## config.mk

```make
export PLATFORM = sky130hd
export DESIGN_NAME = pll_lock_supervisor
export DESIGN_NICKNAME = d
export VERILOG_FILES = /design/src/rtl/pll_lock_supervisor_pkg.sv /design/src/rtl/pll_lock_supervisor_chan.sv /design/src/rtl/pll_lock_supervisor.sv
export SDC_FILE = /design/constraint.sdc
export NUM_CORES = 1
export LEC_CHECK = 0
export ABC_AREA = 1
export CAP_MARGIN = 0
export CORE_ASPECT_RATIO = 0.9
export CORE_MARGIN = 3
export CORE_UTILIZATION = 60
export CTS_CLUSTER_SIZE = 40
export DETAILED_ROUTE_END_ITERATION = 10
export GPL_TIMING_DRIVEN = 0
export PLACE_DENSITY_LB_ADDON = 0.2
export SLEW_MARGIN = 20
export SYNTH_ARGS = -nofsm -noshare
export SYNTH_HDL_FRONTEND = slang
export SYNTH_HIERARCHICAL = 1
export SYNTH_SLANG_ARGS = --single-unit
```

## constraint.sdc

```tcl
create_clock -name clk -period 2.6 [get_ports clk]
set_clock_uncertainty 0.05 [all_clocks]
set_input_delay 0.52 -clock clk [delete_from_list [all_inputs] [get_ports clk]]
set_output_delay 0.52 -clock clk [all_outputs]
set_load 0.05 [all_outputs]
```

## src/rtl/pll_lock_supervisor_pkg.sv

```systemverilog
// PLL lock supervisor shared types and helpers.
// Channel FSM states and the timer width function.
package pll_lock_supervisor_pkg;

  typedef enum logic [2:0] {
    ST_IDLE   = 3'd0,
    ST_RST    = 3'd1,
    ST_WAIT   = 3'd2,
    ST_LOCKED = 3'd3,
    ST_FAIL   = 3'd4
  } sup_state_e;

  // One timer serves both the reset pulse and the lock timeout.
  function automatic int tmr_w(input int a, input int b);
    return $clog2(((a > b) ? a : b) + 1);
  endfunction

endpackage

```

## src/rtl/pll_lock_supervisor_chan.sv

```systemverilog
// One supervised PLL: lock synchroniser, glitch filter, reset/retry FSM.
// Ports: clk, rst_n, enable, clr_err, pll_lock_in -> pll_rst_out, locked, err, fail, lock_lost_pulse, loss_cnt.
module pll_lock_supervisor_chan
  import pll_lock_supervisor_pkg::*;
#(
  parameter int SYNC_STAGES  = 3,
  parameter int FILT_LEN     = 4,
  parameter int RST_PULSE    = 16,
  parameter int LOCK_TIMEOUT = 100000,
  parameter int MAX_RETRY    = 3,
  parameter int CNT_W        = 8
) (
  input  logic             clk,
  input  logic             rst_n,
  input  logic             enable,
  input  logic             clr_err,
  input  logic             pll_lock_in,
  output logic             pll_rst_out,
  output logic             locked,
  output logic             err,
  output logic             fail,
  output logic             lock_lost_pulse,
  output logic [CNT_W-1:0] loss_cnt
);

  localparam int TW = tmr_w(RST_PULSE, LOCK_TIMEOUT);
  localparam int RW = $clog2(MAX_RETRY + 1);
  localparam int FW = $clog2(FILT_LEN + 1);

  logic [SYNC_STAGES-1:0] sync_q;
  logic                   synced;
  logic                   filt_q, filt_d;
  logic [FW-1:0]          fcnt_q, fcnt_d;

  sup_state_e             state_q;
  logic [TW-1:0]          tmr_q;
  logic [RW-1:0]          retry_q;
  logic [RW-1:0]          retry_inc;
  logic                   rst_q;
  logic                   locked_q;
  logic                   err_q;
  logic                   fail_q;
  logic                   pulse_q;
  logic [CNT_W-1:0]       cnt_q;
  logic [CNT_W-1:0]       cnt_inc;

  assign synced = sync_q[SYNC_STAGES-1];

  // Filter flips on the FILT_LEN-th consecutive opposite sample.
  always_comb begin
    filt_d = filt_q;
    fcnt_d = '0;
    if (synced != filt_q) begin
      if (fcnt_q == FW'(FILT_LEN - 1)) begin
        filt_d = ~filt_q;
      end else begin
        fcnt_d = fcnt_q + FW'(1);
      end
    end
  end

  always_ff @(posedge clk or negedge rst_n) begin
    if (!rst_n) begin
      sync_q <= '0;
      filt_q <= 1'b0;
      fcnt_q <= '0;
    end else begin
      sync_q <= {sync_q[SYNC_STAGES-2:0], pll_lock_in};
      filt_q <= filt_d;
      fcnt_q <= fcnt_d;
    end
  end

  assign retry_inc = retry_q + RW'(1);
  assign cnt_inc   = (&cnt_q) ? cnt_q : cnt_q + CNT_W'(1);

  // FSM reacts to filt_d so locked tracks the filter edge in the same cycle.
  always_ff @(posedge clk or negedge rst_n) begin
    if (!rst_n) begin
      state_q  <= ST_IDLE;
      tmr_q    <= '0;
      retry_q  <= '0;
      rst_q    <= 1'b1;
      locked_q <= 1'b0;
      err_q    <= 1'b0;
      fail_q   <= 1'b0;
      pulse_q  <= 1'b0;
      cnt_q    <= '0;
    end else begin
      pulse_q <= 1'b0;
      if (clr_err) begin
        err_q  <= 1'b0;
        fail_q <= 1'b0;
        cnt_q  <= '0;
      end
      if (!enable) begin
        state_q  <= ST_IDLE;
        retry_q  <= '0;
        rst_q    <= 1'b1;
        locked_q <= 1'b0;
      end else begin
        unique case (state_q)
          ST_IDLE: begin
            state_q <= ST_RST;
            tmr_q   <= '0;
            rst_q   <= 1'b1;
          end
          ST_RST: begin
            if (tmr_q == TW'(RST_PULSE - 1)) begin
              state_q <= ST_WAIT;
              tmr_q   <= '0;
              rst_q   <= 1'b0;
            end else begin
              tmr_q <= tmr_q + TW'(1);
            end
          end
          ST_WAIT: begin
            if (filt_d) begin
              state_q  <= ST_LOCKED;
              retry_q  <= '0;
              locked_q <= 1'b1;
            end else if (tmr_q == TW'(LOCK_TIMEOUT - 1)) begin
              tmr_q   <= '0;
              retry_q <= retry_inc;
              rst_q   <= 1'b1;
              if (retry_inc == RW'(MAX_RETRY)) begin
                state_q <= ST_FAIL;
                fail_q  <= 1'b1;
              end else begin
                state_q <= ST_RST;
              end
            end else begin
              tmr_q <= tmr_q + TW'(1);
            end
          end
          ST_LOCKED: begin
            if (!filt_d) begin
              state_q  <= ST_RST;
              tmr_q    <= '0;
              retry_q  <= '0;
              rst_q    <= 1'b1;
              locked_q <= 1'b0;
              pulse_q  <= 1'b1;
              err_q    <= 1'b1;
              // A coincident clear restarts the count at this loss.
              cnt_q    <= clr_err ? CNT_W'(1) : cnt_inc;
            end
          end
          ST_FAIL: begin
            if (clr_err) begin
              state_q <= ST_RST;
              tmr_q   <= '0;
              retry_q <= '0;
            end
          end
          default: begin
            state_q <= ST_IDLE;
            rst_q   <= 1'b1;
          end
        endcase
      end
    end
  end

  assign pll_rst_out     = rst_q;
  assign locked          = locked_q;
  assign err             = err_q;
  assign fail            = fail_q;
  assign lock_lost_pulse = pulse_q;
  assign loss_cnt        = cnt_q;

endmodule

```

## src/rtl/pll_lock_supervisor.sv

```systemverilog
// Multi-channel PLL lock supervisor: NUM_CH independent channels.
// Ports: clk, rst_n, enable, clr_err, pll_lock_in -> per-channel status, loss_cnt, all_locked.
module pll_lock_supervisor
  import pll_lock_supervisor_pkg::*;
#(
  parameter int NUM_CH       = 2,
  parameter int SYNC_STAGES  = 3,
  parameter int FILT_LEN     = 4,
  parameter int RST_PULSE    = 16,
  parameter int LOCK_TIMEOUT = 100000,
  parameter int MAX_RETRY    = 3,
  parameter int CNT_W        = 8
) (
  input  logic                    clk,
  input  logic                    rst_n,
  input  logic                    enable,
  input  logic                    clr_err,
  input  logic [NUM_CH-1:0]       pll_lock_in,
  output logic [NUM_CH-1:0]       pll_rst_out,
  output logic [NUM_CH-1:0]       locked,
  output logic [NUM_CH-1:0]       err,
  output logic [NUM_CH-1:0]       fail,
  output logic [NUM_CH-1:0]       lock_lost_pulse,
  output logic [NUM_CH*CNT_W-1:0] loss_cnt,
  output logic                    all_locked
);

  for (genvar i = 0; i < NUM_CH; i++) begin : g_ch
    pll_lock_supervisor_chan #(
      .SYNC_STAGES (SYNC_STAGES),
      .FILT_LEN    (FILT_LEN),
      .RST_PULSE   (RST_PULSE),
      .LOCK_TIMEOUT(LOCK_TIMEOUT),
      .MAX_RETRY   (MAX_RETRY),
      .CNT_W       (CNT_W)
    ) u_chan (
      .clk            (clk),
      .rst_n          (rst_n),
      .enable         (enable),
      .clr_err        (clr_err),
      .pll_lock_in    (pll_lock_in[i]),
      .pll_rst_out    (pll_rst_out[i]),
      .locked         (locked[i]),
      .err            (err[i]),
      .fail           (fail[i]),
      .lock_lost_pulse(lock_lost_pulse[i]),
      .loss_cnt       (loss_cnt[i*CNT_W +: CNT_W])
    );
  end

  assign all_locked = &locked;

endmodule

```

==> summary.txt <==
CRITICAL PATH
------------------------------------------------------------------------------------------
Launch instance of the worst register-to-register path ...................... g_ch[1].u_chan/fcnt_q[0]$_DFF_PN0_
R2R setup slack .............................................................      0.79 ns
CP Data Required Time .......................................................      2.03 ns
Path depth of the worst reg2reg path ........................................           10
Category of the worst setup path capture point .............................. primary output
Critical path data arrival time .............................................      1.70 ns
Nature of the critical path startpoint ......................................    flip-flop
Kind of critical path ....................................................... flip-flop to primary output
Terminus of the critical flop-to-flop path .................................. g_ch[1].u_chan/tmr_q[6]$_DFFE_PN0P_
Critical Path Fanout Max ....................................................            3
Worst setup startpoint ...................................................... g_ch[1].u_chan/locked$_DFFE_PN0P_

SYNTH
------------------------------------------------------------------------------------------
Number of synthesized flops with an enable pin ..............................            0
Post-synthesis cell area ....................................................   5080 sq um
Synth warnings ..............................................................            6
Proportion of register bits with asynchronous set or reset after synthesis ..         100%
Leading cell types by total area after synthesis ............................ sky130_fd_sc_hd__dfrtp_1 40%, sky130_fd_sc_hd__nand2_1 14%, sky130_fd_sc_hd__inv_1 5.3%
Most numerous cell in the Yosys netlist ..................................... sky130_fd_sc_hd__nand2_1
Commonest cells in the synthesized netlist .................................. 186 x sky130_fd_sc_hd__nand2_1, 82 x sky130_fd_sc_hd__dfrtp_1, 72 x sky130_fd_sc_hd__inv_1
Synth Net Count .............................................................          690
Mean instance size in the synthesized netlist ...............................   7.52 sq um
Number of distinct library cells after synthesis ............................           36
Yosys top cell area share ...................................................        40.4%
Area leader, netlist ........................................................ sky130_fd_sc_hd__dfrtp_1
Leading register cell type out of synthesis ................................. sky130_fd_sc_hd__dfrtp_1
Post-Synthesis Cells ........................................................          676
Share of synthesized area occupied by flip-flops and latches ................        41.4%
Number of storage elements in the synthesis netlist .........................           84

WORST HOLD PATH
------------------------------------------------------------------------------------------
Type of the tightest min-delay check ........................................ input pin to asynchronous set/reset pin

POWER AND IR DROP
------------------------------------------------------------------------------------------
Internal power ..............................................................    0.00237 W
VDD IR-drop max .............................................................     0.485 mV
Switching power summed over all nets ........................................    0.00160 W
Part of the power in combinational logic ....................................        34.7%
Areal power density over the cells ..........................................  689 nW/um^2
Share of total power in the clock network ...................................        24.2%
Leak ........................................................................      2.72 nW
Switching fraction of total power ...........................................        40.3%
Sequential Power Share ......................................................        41.1%

CLOCK TREE
------------------------------------------------------------------------------------------
Clock edge transition at the registers on the reported setup and hold paths .      0.09 ns
Total clock buffers created by CTS ..........................................            9
Cts repair resizes ..........................................................            0
Root Buffer ................................................................. sky130_fd_sc_hd__clkbuf_8
CTS H-tree depth ............................................................            3
CTS Hold Bufs ...............................................................            0
Setup bufs post-CTS .........................................................            0
Clock tree from TritonCTS ...................................................        built
Maximum buffer depth of the clock tree ......................................            2
Worst-skew pair later-pin latency ...........................................      0.36 ns
Clock sink count ............................................................           84

FLOW RUN
------------------------------------------------------------------------------------------
Max-cap violation count .....................................................            0

FLOORPLAN
------------------------------------------------------------------------------------------
Die area ....................................................................   9620 sq um
Starting Density ............................................................        62.4%
Std-Cell Rows ...............................................................           31
Height of the die ........................................................... 93.3 microns
Core area ...................................................................   8150 sq um
Die Width ...................................................................  103 microns
Number of top-level pins ....................................................           33

OUTCOME
------------------------------------------------------------------------------------------
Run status .................................................................. finished, final reports clean

FINAL LAYOUT
------------------------------------------------------------------------------------------
Layout Cells excl Fill ......................................................          824
Nets ........................................................................          734
Layout overhead on the synthesized area .....................................        13.1%
Share of layout cells above drive strength 1 ................................        14.9%
Inserted Diodes .............................................................            0
Reg area ....................................................................   2100 sq um
Area occupied by multi-input gates ..........................................   2570 sq um
Number of fill cells ........................................................          649
Final cell area excluding filler cells ......................................   5750 sq um

ROUTE
------------------------------------------------------------------------------------------
DRC .........................................................................            0
Count of vias placed by the detailed router .................................         4533
First-pass iteration count of the detailed router ...........................            5
WL/cell ..................................................................... 13.3 microns
Final Routed Wirelength ..................................................... 11000 microns
Post-route antenna net violation count ......................................            0
Via-per-instance ratio ......................................................         5.50
Drt first-iter violations ...................................................          197

GLOBAL ROUTING
------------------------------------------------------------------------------------------
Maximum number of pins on one net before global-route repair ................           46
Vias in the first global route ..............................................         4217
Remaining Overflow, GRT .....................................................            0
Global router's overall resource usage ......................................        24.5%
Wire length of the first global-routing pass ................................ 18900 microns
Antenna violations before repair ............................................            0

PLACEMENT
------------------------------------------------------------------------------------------
Post-DP HPWL ................................................................ 8190 microns
Instance area after placement ...............................................   5550 sq um
Worst slack at placement ....................................................     0.103 ns
Weighted congestion at the end of routability-driven global placement .......        0.929
Placed cell count ...........................................................          808
Count of input and output buffers ...........................................           32

TIMING
------------------------------------------------------------------------------------------
Max-slew headroom at the worst pin ..........................................        64.6%
Unrepaired setup endpoints after global routing .............................           no
Worst Slack Setup Final .....................................................     0.331 ns
Count of final max-slew check failures ......................................            0
Final Critical Period .......................................................      2.27 ns
Ratio of final minimum period to clock period ...............................        87.3%
Final Hold Violating Endpoints ..............................................            0
Highest achievable clock rate ...............................................      441 MHz
Number of endpoints failing setup at the final stage ........................            0
Worst Tran Pin Value ........................................................     0.531 ns

worst max path at each step:
| stage | to | cells past startpoint |
|---|---|---|
| after floorplan | g_ch[1].u_chan/loss_cnt[1]$_DFFE_PN0P_ | 8 |
| after global placement | g_ch[1].u_chan/tmr_q[15]$_DFFE_PN0P_ | 1 |
| after detailed placement | g_ch[1].u_chan/loss_cnt[1]$_DFFE_PN0P_ | 9 |
| after CTS | pll_rst_out[0] | 1 |
| after global routing | all_locked | 3 |
| final | all_locked | 3 |
logic make-up (layout without fill, tap and decap cells):
kind of cell / after synthesis / count (layout) / synth area share (%)
fa+ha+maj: 8 / 8 / 1.97
buf+inv: 98 / 147 / 8.05
flops: 84 / 84 / 41.4
xor+xnor: 21 / 21 / 3.62
compound gates: 68 / 68 / 8.22
simple gates: 397 / 397 / 36.8
cell usage in the layout, fill, tap and decap left out, types with 16 or more instances in the layout:
master,Yosys,layout
sky130_fd_sc_hd__nor2_1,70,70
sky130_fd_sc_hd__o21ai_0,16,16
sky130_fd_sc_hd__nand2_1,186,186
sky130_fd_sc_hd__nor3_1,18,18
sky130_fd_sc_hd__nand4_1,20,20
sky130_fd_sc_hd__a21oi_1,18,18
sky130_fd_sc_hd__dfrtp_1,82,82
sky130_fd_sc_hd__clkdlybuf4s50_1,0,31
sky130_fd_sc_hd__o21ai_1,17,17
sky130_fd_sc_hd__nand3_1,51,51
sky130_fd_sc_hd__inv_1,72,72
power by group through the flow:
stage	clock, W	combinational [W]	sequential, W
floorplan	0	0.000896	0.00177
global placement	0	0.00132	0.00165
detailed placement	0	0.00136	0.00165
CTS	0.000993	0.00137	0.00163
global route	0.00105	0.00153	0.00165
finish	0.000958	0.00137	0.00163
critical path: stages (launching register included):
cell	delay, ns
sky130_fd_sc_hd__dfrtp_1	0.41
sky130_fd_sc_hd__nand2_1	0.08
sky130_fd_sc_hd__inv_1	0.06
sky130_fd_sc_hd__clkdlybuf4s50_1	0.79
layout make-up:
| type | instances | area share [%] |
|---|---|---|
| Inverter | 89 | 5.94 |
| Sequential cell | 84 | 36.6 |
| Timing Repair Buffer | 33 | 6.00 |
| Clock buffer | 10 | 2.22 |
| Buffer | 9 | 1.17 |
| Multi-Input combinational cell | 494 | 44.7 |
| Tap cell | 99 | 2.15 |
| Clock inverter | 6 | 1.24 |
metrics by stage:
stage                     total power, W  util, %  TNS [ns]  hold WS, ns
after global routing             0.00423     70.6         0       0.0899
after detailed placement         0.00302     68.2         0        0.286
after global placement           0.00296     67.9   -165.72        0.283
after floorplan                  0.00266        -         0        0.174
after CTS                        0.00400     70.6         0       0.0799
final                            0.00396     70.6         0       0.0693
layer usage:
metal,share of wire (%),GRT usage [%],wire length [microns],vias to the layer above
met4,1.0,6.47,115,0
met5,0,0,0,-
met2,48,39.7,5210,155
met1,45,33.7,4930,2109
li1,-,-,-,2258
met3,6.4,4.70,700,11
sequential cells by signal, summed over array words and instances, names as in the netlist:
signal	count
g_ch.u_chan/tmr_q	34
g_ch.u_chan/loss_cnt	16
g_ch.u_chan/fcnt_q	6
g_ch.u_chan/state_q	6
g_ch.u_chan/sync_q	6
g_ch.u_chan/retry_q	4
g_ch.u_chan/err	2
g_ch.u_chan/fail	2
g_ch.u_chan/filt_q	2
g_ch.u_chan/lock_lost_pulse	2
g_ch.u_chan/locked	2
g_ch.u_chan/pll_rst_out	2
Power figures use the tool's default switching activity.
